===== src/rtl/getir1.sv =====
// First fetch stage: owns the program counter, issues word-aligned requests to the L1
// instruction cache and queues issued PS values in order for getir2.
module getir1 #(
    parameter int unsigned           PS_BIT        = 32,
    parameter logic [PS_BIT-1:0]     RESET_PS      = 32'h4000_0000,
    parameter int unsigned           FIFO_DERINLIK = 2
) (
    input  logic              clk_i,
    input  logic              rstn_i,
    output logic [PS_BIT-1:0] l1b_istek_ps_o,
    output logic              l1b_istek_gecerli_o,
    input  logic              l1b_istek_hazir_i,
    output logic              g1_istek_yapildi_o,
    output logic [PS_BIT-1:0] g2_ps_o,
    output logic              g2_ps_gecerli_o,
    input  logic              g2_ps_hazir_i,
    input  logic [PS_BIT-1:0] g2_dallanma_ps_i,
    input  logic              g2_dallanma_gecerli_i,
    input  logic [PS_BIT-1:0] yurut_ps_i,
    input  logic              yurut_hatali_tahmin_i,
    input  logic              cek_duraklat_i
);

    localparam int unsigned PTR_W = (FIFO_DERINLIK > 1) ? $clog2(FIFO_DERINLIK) : 1;
    localparam int unsigned CNT_W = $clog2(FIFO_DERINLIK + 1);
    localparam logic [CNT_W-1:0] DERINLIK = CNT_W'(FIFO_DERINLIK);
    localparam logic [PTR_W-1:0] SON_PTR  = PTR_W'(FIFO_DERINLIK - 1);

    localparam logic [1:0] G1_BOSTA = 2'd0;
    localparam logic [1:0] G1_ISTEK = 2'd1;
    localparam logic [1:0] G1_DOLU  = 2'd2;

    logic [1:0]        durum_q, durum_d;
    logic [PS_BIT-1:0] ps_q, ps_d;
    logic [CNT_W-1:0]  sayac_q, sayac_d;
    logic [PTR_W-1:0]  yaz_ptr_q, yaz_ptr_d;
    logic [PTR_W-1:0]  oku_ptr_q, oku_ptr_d;
    logic [PS_BIT-1:0] fifo_q [FIFO_DERINLIK];

    logic              yonlendir;
    logic [PS_BIT-1:0] hedef;
    logic [PS_BIT-1:0] hizali_ps;
    logic              istek_gecerli;
    logic              el_sikisma;
    logic              cikar;

    always_comb begin
        yonlendir     = !cek_duraklat_i && (yurut_hatali_tahmin_i || g2_dallanma_gecerli_i);
        hedef         = yurut_hatali_tahmin_i ? yurut_ps_i : g2_dallanma_ps_i;
        hizali_ps     = {ps_q[PS_BIT-1:2], 2'b00};
        // Eligibility looks only at the registered count, never at g2_ps_hazir_i.
        istek_gecerli = (durum_q == G1_ISTEK) && (sayac_q < DERINLIK) && !yonlendir;
        el_sikisma    = istek_gecerli && l1b_istek_hazir_i;
        cikar         = (sayac_q != '0) && g2_ps_hazir_i && !yonlendir;
    end

    always_comb begin
        ps_d      = ps_q;
        sayac_d   = sayac_q;
        yaz_ptr_d = yaz_ptr_q;
        oku_ptr_d = oku_ptr_q;
        durum_d   = durum_q;
        if (yonlendir) begin
            ps_d      = hedef;
            sayac_d   = '0;
            yaz_ptr_d = '0;
            oku_ptr_d = '0;
            durum_d   = G1_ISTEK;
        end else begin
            if (el_sikisma) begin
                ps_d      = hizali_ps + PS_BIT'(4);
                yaz_ptr_d = (yaz_ptr_q == SON_PTR) ? '0 : yaz_ptr_q + PTR_W'(1);
            end
            if (cikar) begin
                oku_ptr_d = (oku_ptr_q == SON_PTR) ? '0 : oku_ptr_q + PTR_W'(1);
            end
            case ({el_sikisma, cikar})
                2'b10:   sayac_d = sayac_q + CNT_W'(1);
                2'b01:   sayac_d = sayac_q - CNT_W'(1);
                default: sayac_d = sayac_q;
            endcase
            case (durum_q)
                G1_BOSTA: durum_d = G1_ISTEK;
                G1_ISTEK: if (sayac_d == DERINLIK) durum_d = G1_DOLU;
                G1_DOLU:  if (cikar) durum_d = G1_ISTEK;
                default:  durum_d = G1_BOSTA;
            endcase
        end
    end

    always_ff @(posedge clk_i or negedge rstn_i) begin
        if (!rstn_i) begin
            durum_q   <= G1_BOSTA;
            ps_q      <= RESET_PS;
            sayac_q   <= '0;
            yaz_ptr_q <= '0;
            oku_ptr_q <= '0;
        end else begin
            durum_q   <= durum_d;
            ps_q      <= ps_d;
            sayac_q   <= sayac_d;
            yaz_ptr_q <= yaz_ptr_d;
            oku_ptr_q <= oku_ptr_d;
        end
    end

    // Storage needs no reset: entries are only visible while the count covers them.
    always_ff @(posedge clk_i) begin
        if (el_sikisma) begin
            fifo_q[yaz_ptr_q] <= ps_q;
        end
    end

    assign l1b_istek_ps_o      = hizali_ps;
    assign l1b_istek_gecerli_o = istek_gecerli;
    assign g1_istek_yapildi_o  = el_sikisma;
    assign g2_ps_o             = fifo_q[oku_ptr_q];
    assign g2_ps_gecerli_o     = (sayac_q != '0);

endmodule


===== config.mk =====
export PLATFORM = sky130hd
export DESIGN_NAME = getir1
export DESIGN_NICKNAME = d
export VERILOG_FILES = /design/src/rtl/getir1.sv
export SDC_FILE = /design/constraint.sdc
export NUM_CORES = 1
export LEC_CHECK = 0
export ABC_AREA = 1
export BUFFER_PORTS_ARGS = -buffer_cell sky130_fd_sc_hd__buf_2
export CORE_MARGIN = 4
export CORE_UTILIZATION = 54
export DETAILED_ROUTE_END_ITERATION = 7
export PLACE_DENSITY_LB_ADDON = 0.15
export SYNTH_ARGS = -nofsm -noshare
export SYNTH_HDL_FRONTEND = slang
export SYNTH_SLANG_ARGS = --single-unit

===== constraint.sdc =====
create_clock -name clk_i -period 3.4 [get_ports clk_i]
set_input_delay 0.17 -clock clk_i [delete_from_list [all_inputs] [get_ports clk_i]]
set_output_delay 0.17 -clock clk_i [all_outputs]
set_load 0.1 [all_outputs]

==> metrics.csv <==
metric;value;unit
drtAntennaViolNets;0;
drive_gt1_share;23.86;%
hold_path.class;input pin to register;
final_cell_mix;nand2_1 (216), buf_2 (135), nor2_1 (72), edfxtp_1 (64), inv_1 (51);
crit_chain;clkinv_1 > nand2_1 > nand2_1 > buf_2;
worstPathRequired;3.23;ns
report.final.slew_viol_count;0;
cts_tree;yes;
layout_commonest_cell;nand2_1;
root_buffer;clkbuf_8;
placed_cells;883;
finalHoldViolations;0;
grt_pass1_wl;21.00;mm
io_pins;138;
cpMostUsedCell;nand2_1;
cts_buffer_depth;2;
wl_per_cell;14.65;µm
num_rows;36;
drtPass1Iterations;4;
skew;0.01534;ns
grtUsageTotal;22.70;%
slowest_delay;0.72;ns
nets;835;
path_clk_slew;0.10;ns
final_cells;900;
regToRegStartpoint;sayac_q[1];
htreeDepth;3;
synth-async-reset-ratio;37.25;%
insertedDiodeCount;0;
syn_inst;664;
area_delta_synth_final;13.37;%
grt_antenna_before_repair;0;
via_per_inst;5.080;
routabilityCongestion;0.8892;
arrival;2.11;ns
crit_end;g2_ps_o[2];
start_util;56.11;%
synth_edf_count;64;
synth-seq-cells;102;
synthFlopType;edfxtp_1;
n_fill_cell;888;
tns;0;ns
synth_cell_type_count;34;
slew_headroom;37.42;%
postCtsSetupBuffers;0;
worst_pin_slew;0.9330;ns
slowest_stage;clkinv_1;
reg2reg_to;fifo_q[0][16];
synth.avg_cell_area;8.374;µm²
crit_path_end_kind;primary output;
rrSetupSlack;1.38;ns
core_area;9910;µm²
setup_viol;0;
fmaxAchievable;439.6;MHz
status;finished, final reports clean;
synth-seq-area-share;51.69;%
crit_start;oku_ptr_q;
path_class;register to primary output;
multi_input_area;2081;µm²
grt-ovfl-total;0;
ff2ff_path_depth;6;
grt_max_degree;44;
die-width;109.5;µm
grt_pass1_vias;4277;
dieArea;11980;µm²
period_share;66.91;%
first_iter_violations;333;
drc;0;
seqCellArea;2874;µm²
vias;4572;
rsz0062_at_grt;no;
numCtsBuffers;9;
routed_wl;13.18;mm
syn_area;5560;µm²
start_kind;register;
cts-resized-gates;0;
io_buffers;135;
yosys_warnings;0;
clk_latency;0.37;ns
period_needed;2.275;ns
cts_hold_buf;1;
drv_cap;0;
hpwl;9.891;mm
die_h;109.5;µm
cts_num_sinks;102;
crit_fanout;33;
==> cells in the mapped netlist (all sizes together), types with 2 or more instances <==
library cell / count / area, µm²
ha: 2 / 25.02
nor3: 4 / 20.02
nand3b: 5 / 37.54
clkbuf: 10 / 37.54
o211ai: 17 / 127.6
nand2: 218 / 842.1
xor2: 2 / 17.52
edfxtp: 64 / 1922
o21ai: 37 / 185.2
inv: 63 / 236.5
buf: 46 / 336.6
nand3: 38 / 190.2
o21bai: 2 / 26.28
nor2: 79 / 319.1
mux2: 3 / 33.78
dfrtp: 37 / 925.9
a21oi: 14 / 70.07
mux2i: 13 / 130.1
nand4: 4 / 25.02
==> flip-flops by register name, summed over array words and instances (netlist names) <==
| register | cells |
|---|---|
| durum_q | 2 |
| sayac_q | 2 |
| ps_q | 32 |
| fifo_q | 64 |
| oku_ptr_q | 1 |
| yaz_ptr_q | 1 |
==> layout make-up <==
type / count / share of cell area, %
Clock buffer: 11 / 2.243
Clock inverter: 5 / 0.9131
Inverter: 64 / 3.811
Multi-Input combinational cell: 443 / 33.01
Sequential cell: 102 / 45.59
Tap cell: 133 / 2.640
Timing Repair Buffer: 142 / 11.79
==> cells by family (layout without fill, tap and decap cells) <==
| group | after synthesis | count (layout) | share of synthesized area, % |
|---|---|---|---|
| simple gates | 350 | 350 | 26.01 |
| buf+inv | 120 | 222 | 11.05 |
| flops | 102 | 102 | 51.69 |
| compound gates | 71 | 71 | 7.471 |
| mux | 16 | 16 | 2.948 |
| fa+ha+maj | 2 | 2 | 0.4500 |
| xor+xnor | 2 | 2 | 0.3151 |
| other cells | 1 | 2 | 0.06744 |
==> layer usage <==
metal  up-vias  wire length, µm  track usage (%)
met2       176             5792            35.48
met3        12              933            3.112
met4         0              123            5.343
li1       2315                -                -
met5         -                0                0
met1      2069             6331            33.80
==> worst max-delay path, delay by kind of cell, from the launching register on <==
family                 cells  cell delay, ns
buffers and inverters      2            1.02
flip-flops                 1            0.36
AND/OR/NAND/NOR            2            0.34
==> per-stage QoR <==
step,worst slack (ns),area [µm²],util (%),hold WS [ns]
2_1_floorplan,0.3038,5564,-,-0.1256
3_5_place_dp,1.120,6095,61.50,0.3358
6_report,1.125,6304,63.61,0.1085
5_1_grt,0.8845,6304,63.61,0.1265
3_3_place_gp,1.273,6095,61.50,0.3255
4_1_cts,1.032,6304,63.61,0.1020
==> worst min path at each step <==
stage	start	endpoint	slack, ns	cells after the start
2_1_floorplan	rstn_i	durum_q[0]	-0.13	0
3_3_place_gp	rstn_i	sayac_q[1]	0.33	1
3_5_place_dp	rstn_i	sayac_q[1]	0.34	1
4_1_cts	g2_dallanma_ps_i[6]	ps_q[6]	0.10	3
5_1_grt	yurut_ps_i[6]	ps_q[6]	0.13	3
6_report	g2_dallanma_ps_i[6]	ps_q[6]	0.11	3
Power is not shown: default switching activity piles up to over one toggle a cycle in this logic, so the estimate is an artifact.
